File: config.mk
export PLATFORM = sky130hd
export DESIGN_NAME = spc_addr_seq
export DESIGN_NICKNAME = d
export VERILOG_FILES = /design/src/rtl/spc_addr_pkg.sv /design/src/rtl/spc_addr_seq_pc.sv /design/src/rtl/spc_addr_seq.sv
export SDC_FILE = /design/constraint.sdc
export NUM_CORES = 1
export LEC_CHECK = 0
export ABC_AREA = 1
export CELL_PAD_IN_SITES_DETAIL_PLACEMENT = 1
export CELL_PAD_IN_SITES_GLOBAL_PLACEMENT = 2
export CORE_ASPECT_RATIO = 0.7
export CORE_MARGIN = 5
export CORE_UTILIZATION = 29
export CTS_CLUSTER_DIAMETER = 30
export DETAILED_ROUTE_END_ITERATION = 6
export PLACE_DENSITY = 0.88
export SYNTH_ARGS = -nofsm -noshare
export SYNTH_HDL_FRONTEND = slang
export SYNTH_SLANG_ARGS = --single-unit
File: constraint.sdc
create_clock -name CLK -period 3.2 [get_ports CLK]
set_input_delay 0.64 -clock CLK [delete_from_list [all_inputs] [get_ports CLK]]
set_output_delay 0.64 -clock CLK [all_outputs]
set_load 0.02 [all_outputs]
File: src/rtl/spc_addr_pkg.sv
// Shared definitions for the operand-address sequencer: addressing-mode codes,
// sequencer states and width helpers.
package spc_addr_pkg;

  localparam logic [2:0] MODE_IMM     = 3'd0;
  localparam logic [2:0] MODE_DP      = 3'd1;
  localparam logic [2:0] MODE_DP_IDX  = 3'd2;
  localparam logic [2:0] MODE_ABS     = 3'd3;
  localparam logic [2:0] MODE_ABS_IDX = 3'd4;
  localparam logic [2:0] MODE_IND_Y   = 3'd5;
  localparam logic [2:0] MODE_X_IND   = 3'd6;
  localparam logic [2:0] MODE_REL     = 3'd7;

  typedef enum logic [1:0] {IDLE, OPND, PTR} seq_state_e;

  // Bytes per absolute operand or pointer.
  function automatic int nb_of(input int aw);
    return aw / 8;
  endfunction

  function automatic int isel_w(input int nidx);
    return (nidx > 1) ? $clog2(nidx) : 1;
  endfunction

endpackage

File: src/rtl/spc_addr_seq_pc.sv
// Program counter: reset value, load, increment, all gated by the clock enable.
module spc_addr_seq_pc #(
  parameter int          AW    = 16,
  parameter int unsigned RSTPC = 0
) (
  input  logic          CLK,
  input  logic          RST,
  input  logic          EN,
  input  logic          LOAD,
  input  logic          INC,
  input  logic [AW-1:0] DIN,
  output logic [AW-1:0] PC
);

  logic [AW-1:0] pc_q;

  // A load with increment lets an immediate command use the freshly loaded PC.
  always_ff @(posedge CLK or posedge RST) begin
    if (RST) begin
      pc_q <= AW'(RSTPC);
    end else if (EN) begin
      if (LOAD)     pc_q <= INC ? DIN + AW'(1) : DIN;
      else if (INC) pc_q <= pc_q + AW'(1);
    end
  end

  assign PC = pc_q;

endmodule

File: src/rtl/spc_addr_seq.sv
// Operand-address sequencer: fetches operand and pointer bytes over a byte bus
// and returns one effective address per addressing-mode command.
module spc_addr_seq
  import spc_addr_pkg::*;
#(
  parameter int          AW    = 16,
  parameter int          NIDX  = 2,
  parameter int unsigned RSTPC = 0
) (
  input  logic                      CLK,
  input  logic                      RST,
  input  logic                      EN,
  input  logic                      CMD_VALID,
  output logic                      CMD_READY,
  input  logic [2:0]                CMD_MODE,
  input  logic [isel_w(NIDX)-1:0]   CMD_ISEL,
  input  logic [8*NIDX-1:0]         IDX,
  input  logic [AW-9:0]             DP_PAGE,
  input  logic                      PC_LOAD,
  input  logic [AW-1:0]             PC_DIN,
  output logic                      MEM_REQ,
  output logic [AW-1:0]             MEM_ADDR,
  input  logic                      MEM_ACK,
  input  logic [7:0]                MEM_RDATA,
  output logic [AW-1:0]             EA,
  output logic                      EA_VALID,
  output logic                      PAGE_X,
  output logic [AW-1:0]             PC
);

  localparam int         NB      = nb_of(AW);
  localparam int         ISW     = isel_w(NIDX);
  localparam logic [2:0] NB_LAST = 3'(NB - 1);

  seq_state_e        state_q, state_d;
  logic [2:0]        mode_q, mode_d;
  logic [ISW-1:0]    isel_q, isel_d;
  logic [2:0]        cnt_q, cnt_d;
  logic [AW-9:0]     asm_q, asm_d;
  logic [7:0]        ptr_q, ptr_d;
  logic [AW-1:0]     ea_q, ea_d;
  logic              vld_q, vld_d;
  logic              px_q, px_d;
  logic              pc_load, pc_inc;
  logic [AW-1:0]     pc_eff;
  logic [7:0]        x_sel;
  logic [AW-1:0]     x_ext, asm_sh, rel_ea;
  logic [8:0]        sum_b, sum_lo;
  logic [2:0]        opnd_last;

  spc_addr_seq_pc #(.AW(AW), .RSTPC(RSTPC)) u_pc (
    .CLK  (CLK),
    .RST  (RST),
    .EN   (EN),
    .LOAD (pc_load),
    .INC  (pc_inc),
    .DIN  (PC_DIN),
    .PC   (PC)
  );

  always_comb begin
    x_sel = '0;
    for (int k = 0; k < NIDX; k++)
      if (isel_q == ISW'(k)) x_sel = IDX[8*k +: 8];
  end

  // asm_q holds the earlier bytes of the current little-endian word; the
  // arriving byte completes it as the top byte.
  assign asm_sh    = {MEM_RDATA, asm_q};
  assign x_ext     = {{(AW-8){1'b0}}, x_sel};
  assign sum_b     = {1'b0, MEM_RDATA} + {1'b0, x_sel};
  assign sum_lo    = {1'b0, asm_sh[7:0]} + {1'b0, x_sel};
  assign rel_ea    = PC + AW'(1) + {{(AW-8){MEM_RDATA[7]}}, MEM_RDATA};
  assign opnd_last = (mode_q == MODE_ABS || mode_q == MODE_ABS_IDX) ? NB_LAST : 3'd0;
  assign pc_load   = (state_q == IDLE) && PC_LOAD;
  assign pc_eff    = PC_LOAD ? PC_DIN : PC;

  always_comb begin
    state_d = state_q;
    mode_d  = mode_q;
    isel_d  = isel_q;
    cnt_d   = cnt_q;
    asm_d   = asm_q;
    ptr_d   = ptr_q;
    ea_d    = ea_q;
    px_d    = px_q;
    vld_d   = 1'b0;
    pc_inc  = 1'b0;
    case (state_q)
      IDLE: if (CMD_VALID) begin
        mode_d = CMD_MODE;
        isel_d = CMD_ISEL;
        cnt_d  = '0;
        if (CMD_MODE == MODE_IMM) begin
          ea_d   = pc_eff;
          px_d   = 1'b0;
          vld_d  = 1'b1;
          pc_inc = 1'b1;
        end else begin
          state_d = OPND;
        end
      end
      OPND: if (MEM_ACK) begin
        pc_inc = 1'b1;
        asm_d  = asm_sh[AW-1:8];
        cnt_d  = cnt_q + 3'd1;
        if (cnt_q == opnd_last) begin
          state_d = IDLE;
          vld_d   = 1'b1;
          px_d    = 1'b0;
          cnt_d   = '0;
          case (mode_q)
            MODE_DP:      ea_d = {DP_PAGE, MEM_RDATA};
            MODE_DP_IDX:  begin ea_d = {DP_PAGE, sum_b[7:0]}; px_d = sum_b[8]; end
            MODE_ABS:     ea_d = asm_sh;
            MODE_ABS_IDX: begin ea_d = asm_sh + x_ext; px_d = sum_lo[8]; end
            MODE_IND_Y:   begin state_d = PTR; vld_d = 1'b0; px_d = px_q; ptr_d = MEM_RDATA; end
            MODE_X_IND:   begin state_d = PTR; vld_d = 1'b0; px_d = px_q; ptr_d = sum_b[7:0]; end
            default:      ea_d = rel_ea;
          endcase
        end
      end
      PTR: if (MEM_ACK) begin
        // Pointer bytes stay inside the direct page: only the low byte steps.
        ptr_d = ptr_q + 8'd1;
        asm_d = asm_sh[AW-1:8];
        cnt_d = cnt_q + 3'd1;
        if (cnt_q == NB_LAST) begin
          state_d = IDLE;
          vld_d   = 1'b1;
          cnt_d   = '0;
          if (mode_q == MODE_IND_Y) begin
            ea_d = asm_sh + x_ext;
            px_d = sum_lo[8];
          end else begin
            ea_d = asm_sh;
            px_d = 1'b0;
          end
        end
      end
      default: state_d = IDLE;
    endcase
  end

  always_ff @(posedge CLK or posedge RST) begin
    if (RST) begin
      state_q <= IDLE;
      mode_q  <= MODE_IMM;
      isel_q  <= '0;
      cnt_q   <= '0;
      asm_q   <= '0;
      ptr_q   <= '0;
      ea_q    <= '0;
      vld_q   <= 1'b0;
      px_q    <= 1'b0;
    end else if (EN) begin
      state_q <= state_d;
      mode_q  <= mode_d;
      isel_q  <= isel_d;
      cnt_q   <= cnt_d;
      asm_q   <= asm_d;
      ptr_q   <= ptr_d;
      ea_q    <= ea_d;
      vld_q   <= vld_d;
      px_q    <= px_d;
    end
  end

  assign CMD_READY = (state_q == IDLE);
  assign MEM_REQ   = (state_q != IDLE);
  assign MEM_ADDR  = (state_q == PTR) ? {DP_PAGE, ptr_q} : PC;
  assign EA        = ea_q;
  assign EA_VALID  = vld_q;
  assign PAGE_X    = px_q;

endmodule
# [Yosys cells after proc, flatten, opt, wreduce, memory -nomap -nowiden]
# Cells that the tools add are included.
# W data, S select, Z words.
[totals] out_inout_bits=52 wordCells=108 latch_bits=0 inputBits=58 register_bits=59 mem_bits_ro=0 ram_bits=0 n_memories=0
[op_classes] div_mod_pow=0 bitwise=0 reduce_logical=17 eq_ne=19 add_sub_neg=8 n_mux=54 shifts=0 magnitude_cmp=0 n_mul=0
[op_table] operator="$mux W16" count=12
[op_table] operator="$pmux W16 S5" count=1
[op_table] operator="$pmux W16 S3" count=1
[op_table] operator="$add A16 B1 Y16 const B" count=2
[op_table] operator="$mux W8" count=4
[op_table] operator="$pmux W8 S2" count=2
[op_table] operator="$add A8 B8 Y9" count=2
[op_table] operator="$add A16 B16 Y16" count=1
[op_table] operator="$add A16 B8 Y16" count=1
[op_table] operator="$mux W1" count=16
[op_table] operator="$mux W3" count=5
[op_table] operator="$mux W2" count=7
[op_table] operator="$ne A2 B2 Y1 const B" count=7
[op_table] operator="$eq A3 B3 Y1 const B" count=3
[op_table] operator="$pmux W1 S3" count=3
[op_table] operator="$pmux W3 S3" count=1
[op_table] operator="$reduce_and A9 Y1" count=1
[op_table] operator="$add A8 B1 Y8 const B" count=1
[op_table] operator="$reduce_and A7 Y1" count=1
[op_table] operator="$eq A3 B1 Y1 const B" count=2
[op_table] operator="$eq A3 B2 Y1 const B" count=2
[op_table] operator="$pmux W2 S3" count=1
[op_table] operator="$reduce_and A3 Y1" count=2
[op_table] operator="$reduce_and A6 Y1" count=1
[op_table] operator="other kinds (16)" count=19

# [Depth between registers and ports, before layout]
# Gate-level depths: netlist of run 1.
[logic_depth] ltp_word=7 ltp_mapped=23 depth_no_buf=23

# [Modules after synthesis]
# From an unflattened synthesis of run 1, not the netlist that was laid out.
[hier_totals] hier_cells=1170 hier_area_um2=7065.5
[by_module_without_submodules] module="spc_addr_seq" seq_area_each_um2=1076.0 cells_each=929 instances=1 area_per_inst_um2=5624.1
[by_module_without_submodules] module="spc_addr_seq_pc" seq_area_each_um2=400.4 cells_each=241 instances=1 area_per_inst_um2=1441.4

# [Worst setup path before layout of run 1]
# No wires, ideal clock.
[synth_timing] path_kind="register to register" from="reg u_pc.pc_q[1] (netlist: u_pc.PC[1])" to="reg ea_q[15] (netlist: EA[15])" period_less_slack_ns=2.772 stages_incl_launch_ff=24 setup_slack_ns=0.428 t_arrival_ns=2.707 required_ns=3.134 n_path_buf=0 setup_ns=0.066 cell_sequence="dfrtp_1 ha_1 nand2_1 inv_1 nand3_1 nor2_1 nand2_1 nor2_1 nand2_1 xor2_1 inv_1 ha_1 nand2_1 nor2_1 inv_1 nor2_1 nand2_1 nand2_1 nand3_1 nand3_1 nand3_1 nand2_1 nand2_1 nand2_1"
[synth_via] elab_chain_len=6
[synth_lines] element="start: declaration" line_no="spc_addr_seq_pc.sv:15" source="logic [AW-1:0] pc_q;"
[synth_lines] element="start signal: assignment" line_no="spc_addr_seq_pc.sv:20" source="pc_q <= AW'(RSTPC);"
[synth_lines] element="start signal: assignment" line_no="spc_addr_seq_pc.sv:22" source="if (LOAD) pc_q <= INC ? DIN + AW'(1) : DIN;"
[synth_lines] element="start signal: assignment" line_no="spc_addr_seq_pc.sv:23" source="else if (INC) pc_q <= pc_q + AW'(1);"
[synth_lines] element="$add A16 B1 Y16" line_no="spc_addr_seq.sv:73" source="assign rel_ea = PC + AW'(1) + {{(AW-8){MEM_RDATA[7]}}, MEM_RDATA};"
[synth_lines] element="$add A16 B16 Y16" line_no="spc_addr_seq.sv:73"
[synth_lines] element="$pmux W16 S5" line_no="spc_addr_seq.sv:112" source="case (mode_q)"
[synth_lines] element="$mux W16" line_no="spc_addr_seq.sv:107" source="if (cnt_q == opnd_last) begin"
[synth_lines] element="$mux W16" line_no="spc_addr_seq.sv:103" source="OPND: if (MEM_ACK) begin"
[synth_lines] element="$pmux W16 S3" line_no="spc_addr_seq.sv:89" source="case (state_q)"
[synth_lines] element="end signal: assignment" line_no="spc_addr_seq.sv:153" source="ea_q <= '0;"
[synth_lines] element="end signal: assignment" line_no="spc_addr_seq.sv:163" source="ea_q <= ea_d;"
[synth_lines] element="end: declaration" line_no="spc_addr_seq.sv:41" source="logic [AW-1:0] ea_q, ea_d;"
# No other way between the ends. The select of a mux whose other input is x is not followed.
# A chain may end at the register's enable or synchronous reset.

# [Final worst setup path of run 1]
[layout_timing] from="reg u_pc.pc_q[0] (netlist: u_pc.PC[0])" to="reg ea_q[13] (netlist: EA[13])"
# The elaborated chain is that of the path after synthesis.

==> results of run 1 <==
## critical path: cells and delay by family, from the launching register on
| kind | cells | cell delay (ns) |
|---|---|---|
| and+or+nand+nor | 15 | 1.74 |
| adders and majority gates | 2 | 0.48 |
| DFF | 1 | 0.35 |
| xor gates and xnor gates | 1 | 0.20 |
| buffers and inverters | 2 | 0.20 |
## sequential cells by signal, indices dropped and copies added (netlist names)
signal / flops
EA: 16
EA_VALID: 1
PAGE_X: 1
asm_q: 8
cnt_q: 3
isel_q: 1
mode_q: 3
ptr_q: 8
state_q: 2
u_pc.PC: 16
## cells by family after synthesis
group | Yosys count | share of synthesized area
muxes | 9 | 0.0149
and+or+nand+nor | 548 | 0.337
DFF | 59 | 0.217
xor gates and xnor gates | 33 | 0.0425
adders and majority gates | 47 | 0.0898
AOI/OAI and AO/OA | 238 | 0.198
buffers and inverters | 178 | 0.101
## stage by stage
| stage | instances | instance area [sq um] |
|---|---|---|
| floorplan | 1112 | 6800 |
| global placement | 1579 | 8760 |
| detailed placement | 1579 | 8760 |
| CTS | 1595 | 9050 |
| global route | 1595 | 9100 |
| finish | 1595 | 9100 |
## synthesized netlist by cell type (2+ instances only)
cell,instances,area (sq um)
nand3_2,3,30.0
xnor2_1,8,70.1
nor3_1,13,65.1
clkinv_1,5,18.8
clkbuf_1,22,82.6
o21ai_1,9,45.0
dfrtp_1,59,1480
nand4_1,10,62.6
and2_1,2,12.5
o21ai_0,101,505
buf_2,7,35.0
xor2_1,25,219
or2_2,3,18.8
a21o_1,3,22.5
mux2_2,9,101
inv_2,5,18.8
a21oi_2,2,17.5
inv_1,137,514
a31oi_1,2,12.5
nand2_1,335,1260
o21bai_1,3,22.5
fa_1,3,60.1
nor4_1,5,31.3
ha_1,44,551
nand2_2,3,18.8
nand3_1,92,460
a221oi_1,8,70.1
a22oi_1,8,60.1
o211ai_1,15,113
nor2_1,77,289
o21ai_2,2,17.5
a21oi_1,70,350
o22ai_1,9,56.3
## routing by layer
layer / vias to the layer above / part of all wire / track usage
li1: 4015 / - / -
met1: 4066 / 0.49 / 0.362
met2: 284 / 0.40 / 0.345
met3: 50 / 0.086 / 0.0725
met4: 0 / 0.022 / 0.0592
met5: - / 0 / 0
## final cells by class
class,count,area [sq um],area share
well taps,312,390,0.0429
clock inverters,5,53.8,0.00591
repair buffers,186,1710,0.188
multi-input cells,875,4690,0.515
clock buffers,11,233,0.0256
inverters,147,552,0.0606
flip-flops and latches,59,1480,0.162
## report_power, final
part | internal, mW | leakage (nW) | switching [mW] | total [mW]
clock | 0.601 | 0.143 | 0.402 | 1.00
sequential | 1.08 | 0.730 | 0.453 | 1.54
combinational | 2.68 | 3.55 | 4.41 | 7.09
## worst paths after layout
path                                   startpoint                    to  slack (ns)  cells past startpoint
max                        u_pc.PC[0]$_DFFE_PP0P_    EA[13]$_DFFE_PP0P_         0.1                     20
min                             EA[2]$_DFFE_PP0P_     EA[2]$_DFFE_PP0P_        0.48                      2
max in group asynchronous                     RST    isel_q$_DFFE_PP0P_        1.80                      3
min reg2reg                     EA[2]$_DFFE_PP0P_     EA[2]$_DFFE_PP0P_        0.48                      2
max reg2reg                u_pc.PC[0]$_DFFE_PP0P_    EA[13]$_DFFE_PP0P_         0.1                     20
min in group asynchronous                     RST  ptr_q[5]$_DFFE_PP0P_        0.67                      2
==> flow_summary.yaml, run 1 <==
outcome:
  outcome: "complete, no violations"
final_layout:
  layout_common_cells: "nand2_1 (333), inv_1 (136), clkdlybuf4s50_1 (109)"
  diodes: 0
  post-route-util: 0.398
  mostFrequentLayoutCell: "nand2_1"
  synthToLayoutAreaGrowth_pct: 33.9
  nNetsFinal: 1383
  drive_above_1_share: 0.107
  fillers: 3015
global_route:
  overflow: 0
  track_usage: 0.244
  grt_pass1_vias: 8703
  grt_antenna_before_repair: 0
  grt_max_degree: 32
  grt_pass1_wl_um: 50600
clock_tree:
  root_buffer: "clkbuf_16"
  clk_latency_ns: 0.36
  cts_num_sinks: 59
  clk_path_buf_depth: 2
  cts_tree: "done"
  numCtsBuffers: 9
  cts_setup_buffers: 0
  cts_resized: 0
  hold_buffers: 0
  cts-htree-levels: 3
  cts.clk_slew.worst_paths_ns: 0.06
die:
  die_area_sq_mm: 0.0266
  initial_core_util: 0.297
  core-area_sq_mm: 0.0228
  fp-row-count: 46
  chipHeight_um: 138
  die_w_um: 193
  io_pins: 110
timing:
  final-max-slew-violation-count: 0
  rsz0062_at_grt: "true"
  slew_headroom: 0.403
  fmax_mhz: 323
  finalHoldViolations: 0
  finalSetupTns_ns: 0
  fin_hold_ws_ns: 0.481
  finClkSkew_ns: 0.0129
  period_share: 0.969
  period_needed_ns: 3.10
  setup_viol: 0
  worst_slew_pin_slew_ns: 0.894
  finalWorstSetupSlack_ns: 0.0994
critical_path:
  cp.arrival_ns: 3.34
  critical_path_class: "flip-flop to flip-flop"
  start_kind: "flip-flop"
  crit_path_frequent_cell: "nand2_1"
  cp_slowest_cell: "dfrtp_1"
  cp_max_fo: 5
  cp_cell_sequence: "ha_1 > nand2_1 > inv_1 > nand3_1 > nor2_2 > nand2_2 > nor2_4 > nand2_1 > xor2_1 > inv_1 > ha_4 > nand2_1 > nor2_1 > nand4_1 > nand3_1 > nand3_1 > nand2_1 > nand2_1 > nand2_1 > nand2_1"
  slowest_delay_ns: 0.35
  cp.required_ns: 3.44
  end_kind: "flip-flop"
drt:
  detail-route-antenna-nets: 0
  drtPass1Iterations: 5
  num_vias: 8415
  first_iter_violations: 667
  post_drt_wl_per_cell_um: 20.5
  routed_wl_um: 32700
  route.detailed.drc: 0
  viasPerCell: 5.28
yosys:
  syn_inst: 1112
  synth_warnings: 0
  yosysUniqueCellTypes: 46
  async_flop_share: 1.00
  ys_ff_latch: 59
  synth_enable_flop_cells: 0
  synth_nets: 1217
  ys.flop_type: "dfrtp_1"
  synth_area_per_cell_sq_um: 6.11
  netlist_area_sq_mm: 0.00680
  synth-seq-area-share: 0.217
power:
  finalPower_mw: 9.63
  p_per_area_mw_per_mm2: 1060
  p_leak_nw: 4.42
  vdd_ir_drop_max_mv: 0.451
placement:
  io_buffers: 109
  place.gp.congestion: 0.975
  pre_cts_ws_ns: -0.0578
  place_hpwl_um: 26900
job:
  maxCapViolCount: 0
min_path:
  hp-class: "flip-flop to flip-flop"
No activity file was read; power rests on OpenSTA's default activity.
==> run 2: changes to the inputs <==
--- a/config.mk
+++ b/config.mk
@@ -10,10 +10,10 @@
 export CELL_PAD_IN_SITES_GLOBAL_PLACEMENT = 2
 export CORE_ASPECT_RATIO = 0.7
 export CORE_MARGIN = 5
-export CORE_UTILIZATION = 29
+export CORE_UTILIZATION = 26
 export CTS_CLUSTER_DIAMETER = 30
 export DETAILED_ROUTE_END_ITERATION = 6
-export PLACE_DENSITY = 0.88
+export PLACE_DENSITY_LB_ADDON = 0.1
 export SYNTH_ARGS = -nofsm -noshare
 export SYNTH_HDL_FRONTEND = slang
 export SYNTH_SLANG_ARGS = --single-unit
==> constraint.sdc (replaced) <==
create_clock -name CLK -period 2.6 [get_ports CLK]
set_input_delay 0.52 -clock CLK [delete_from_list [all_inputs] [get_ports CLK]]
set_output_delay 0.52 -clock CLK [all_outputs]
set_load 0.02 [all_outputs]
==> flow_summary.yaml, run 2 (synthesis results as in run 1) <==
power:
  finalPower_mw: 15.0
  vdd_ir_drop_max_mv: 0.513
  p_leak_nw: 5.45
  p_per_area_mw_per_mm2: 1340
global_route:
  grt_pass1_vias: 9108
  grt_use_met2: 0.359
  grt_pass1_wl_um: 56600
  grt_use_met3: 0.0613
  grtUsageMet1: 0.388
  grt-busiest-layer: "met1"
  track_usage: 0.251
  overflow: 0
  grt_antenna_before_repair: 0
  grt_max_degree: 60
final_layout:
  drive_above_1_share: 0.304
  synthToLayoutAreaGrowth_pct: 65.3
  fillers: 3284
  nNetsFinal: 1535
  post-route-util: 0.437
  mostFrequentLayoutCell: "nand2_1"
  layout_common_cells: "nand2_1 (285), buf_4 (208), inv_1 (125)"
  diodes: 0
die:
  core-area_sq_mm: 0.0257
  die_area_sq_mm: 0.0295
  fp-row-count: 49
  initial_core_util: 0.265
  io_pins: 110
  die_w_um: 203
  chipHeight_um: 145
timing:
  finalWorstSetupSlack_ns: -0.184
  finClkSkew_ns: 0.00792
  period_needed_ns: 2.78
  rsz0062_at_grt: "true"
  finalHoldViolations: 0
  period_share: 1.07
  final-max-slew-violation-count: 0
  fmax_mhz: 359
  slew_headroom: 0.599
  setup_viol: 9
  worst_slew_pin_slew_ns: 0.601
  finalSetupTns_ns: -0.922
critical_path:
  cp_max_fo: 5
  r2r_cells: 21
  slowest_delay_ns: 0.43
  rr_endpoint: "EA[9]$_DFFE_PP0P_"
  start_kind: "flip-flop"
  cp_cell_sequence: "buf_6 > nand2_1 > nor2_1 > buf_4 > buf_6 > nand2_4 > xor2_4 > ha_4 > nand2_4 > inv_2 > a21oi_2 > nand2_2 > buf_6 > nand2_4 > nand3_4 > a21oi_2 > o21ai_2 > nand2_1 > nand2_2 > nand2_4 > nand2_2"
  cp_slowest_cell: "dfrtp_2"
  r2r_slack_ns: -0.18
  setup.worst_path.start: "u_pc.PC[1]$_DFFE_PP0P_"
  critical_path_class: "flip-flop to flip-flop"
  crit_path_frequent_cell: "nand2_4"
  r2r_start: "u_pc.PC[1]$_DFFE_PP0P_"
  crit_end: "EA[9]$_DFFE_PP0P_"
  cp.required_ns: 2.84
  end_kind: "flip-flop"
  cp.arrival_ns: 3.03
placement:
  io_buffers: 109
  pre_cts_ws_ns: -0.545
  place.gp.congestion: 0.917
  place_hpwl_um: 30600
drt:
  post_drt_wl_per_cell_um: 21.6
  viasPerCell: 5.06
  routed_wl_um: 38100
  num_vias: 8938
  detail-route-antenna-nets: 0
  first_iter_violations: 558
  route.detailed.drc: 0
  drtPass1Iterations: 5
clock_tree:
  numCtsBuffers: 9
  clk_latency_ns: 0.36
  hold_buffers: 0
  clk_path_buf_depth: 2
  cts_tree: "done"
  cts_num_sinks: 59
  cts.clk_slew.worst_paths_ns: 0.06
  cts-htree-levels: 3
  root_buffer: "clkbuf_16"
outcome:
  outcome: "finished, violations left"
  violations: "setup timing"
job:
  maxCapViolCount: 0
min_path:
  hp-class: "flip-flop to flip-flop"
  worst_hold_startpoint: "EA[11]$_DFFE_PP0P_"
[run 2: cell count changes in the layout (fill, tap and decap cells not counted), moves of 16 or more]
cell,previous run,this run
buf_4,74,208
clkdlybuf4s50_1,109,91
dlygate4sd2_1,0,16
ha_1,42,21
ha_4,1,19
nand2_1,333,285
nand2_2,5,40
nand3_1,92,72
nand3_2,3,19
[run 2: final cells by class]
cell class,count,area [sq um],share of cell area
clock inverter,6,65.1,0.00579
sequential,59,1480,0.132
clock buffer,10,239,0.0213
multi-input combinational,875,5550,0.494
inverter,147,557,0.0496
tap,331,414,0.0369
timing repair buffer,338,2930,0.261
[run 2: worst min path at each step]
stage                           end  depth (start not counted)
2_1_floorplan  ptr_q[3]$_DFFE_PP0P_                          2
3_3_place_gp     EA[11]$_DFFE_PP0P_                          2
3_5_place_dp   EA_VALID$_DFFE_PP0P_                          2
4_1_cts          EA[11]$_DFFE_PP0P_                          2
5_1_grt          EA[13]$_DFFE_PP0P_                          2
6_report         EA[11]$_DFFE_PP0P_                          2
[run 2: metal layers]
| layer | vias up | wire [um] | share of wire |
|---|---|---|---|
| met5 | - | 0 | 0 |
| met4 | 0 | 251 | 0.0066 |
| met3 | 14 | 2690 | 0.071 |
| met2 | 260 | 15800 | 0.41 |
| met1 | 4360 | 19400 | 0.51 |
| li1 | 4304 | - | - |
[run 2: power by group]
group	internal [mW]	switching (mW)	leakage, nW
combinational	5.07	6.84	4.57
clock	0.770	0.551	0.148
sequential	1.33	0.448	0.729
[run 2: worst max-delay path, delay by kind of cell, from the launching register on]
kind                     cells  cell delay [ns]
adder cells (fa/ha/maj)      1             0.25
buffers and inverters        5             0.61
AND/OR/NAND/NOR             11             0.84
AO/OA/AOI/OAI                3             0.35
flip-flops                   1             0.43
XOR/XNOR                     1             0.20
[run 2: through the flow]
stage               std cells  area, sq um  hold slack, ns
global placement         1730         9860           0.465
CTS                      1756        10600           0.492
global route             1766        11200           0.522
floorplan                1112         6840           0.474
finish                   1766        11200           0.497
detailed placement       1730         9860           0.472
[run 2: what timing repair did]
action                     in CTS  in global routing
setup endpoints to repair      31                 24
pin swaps                      41                 61
resized for setup             118                118
setup buffers                  10                 11
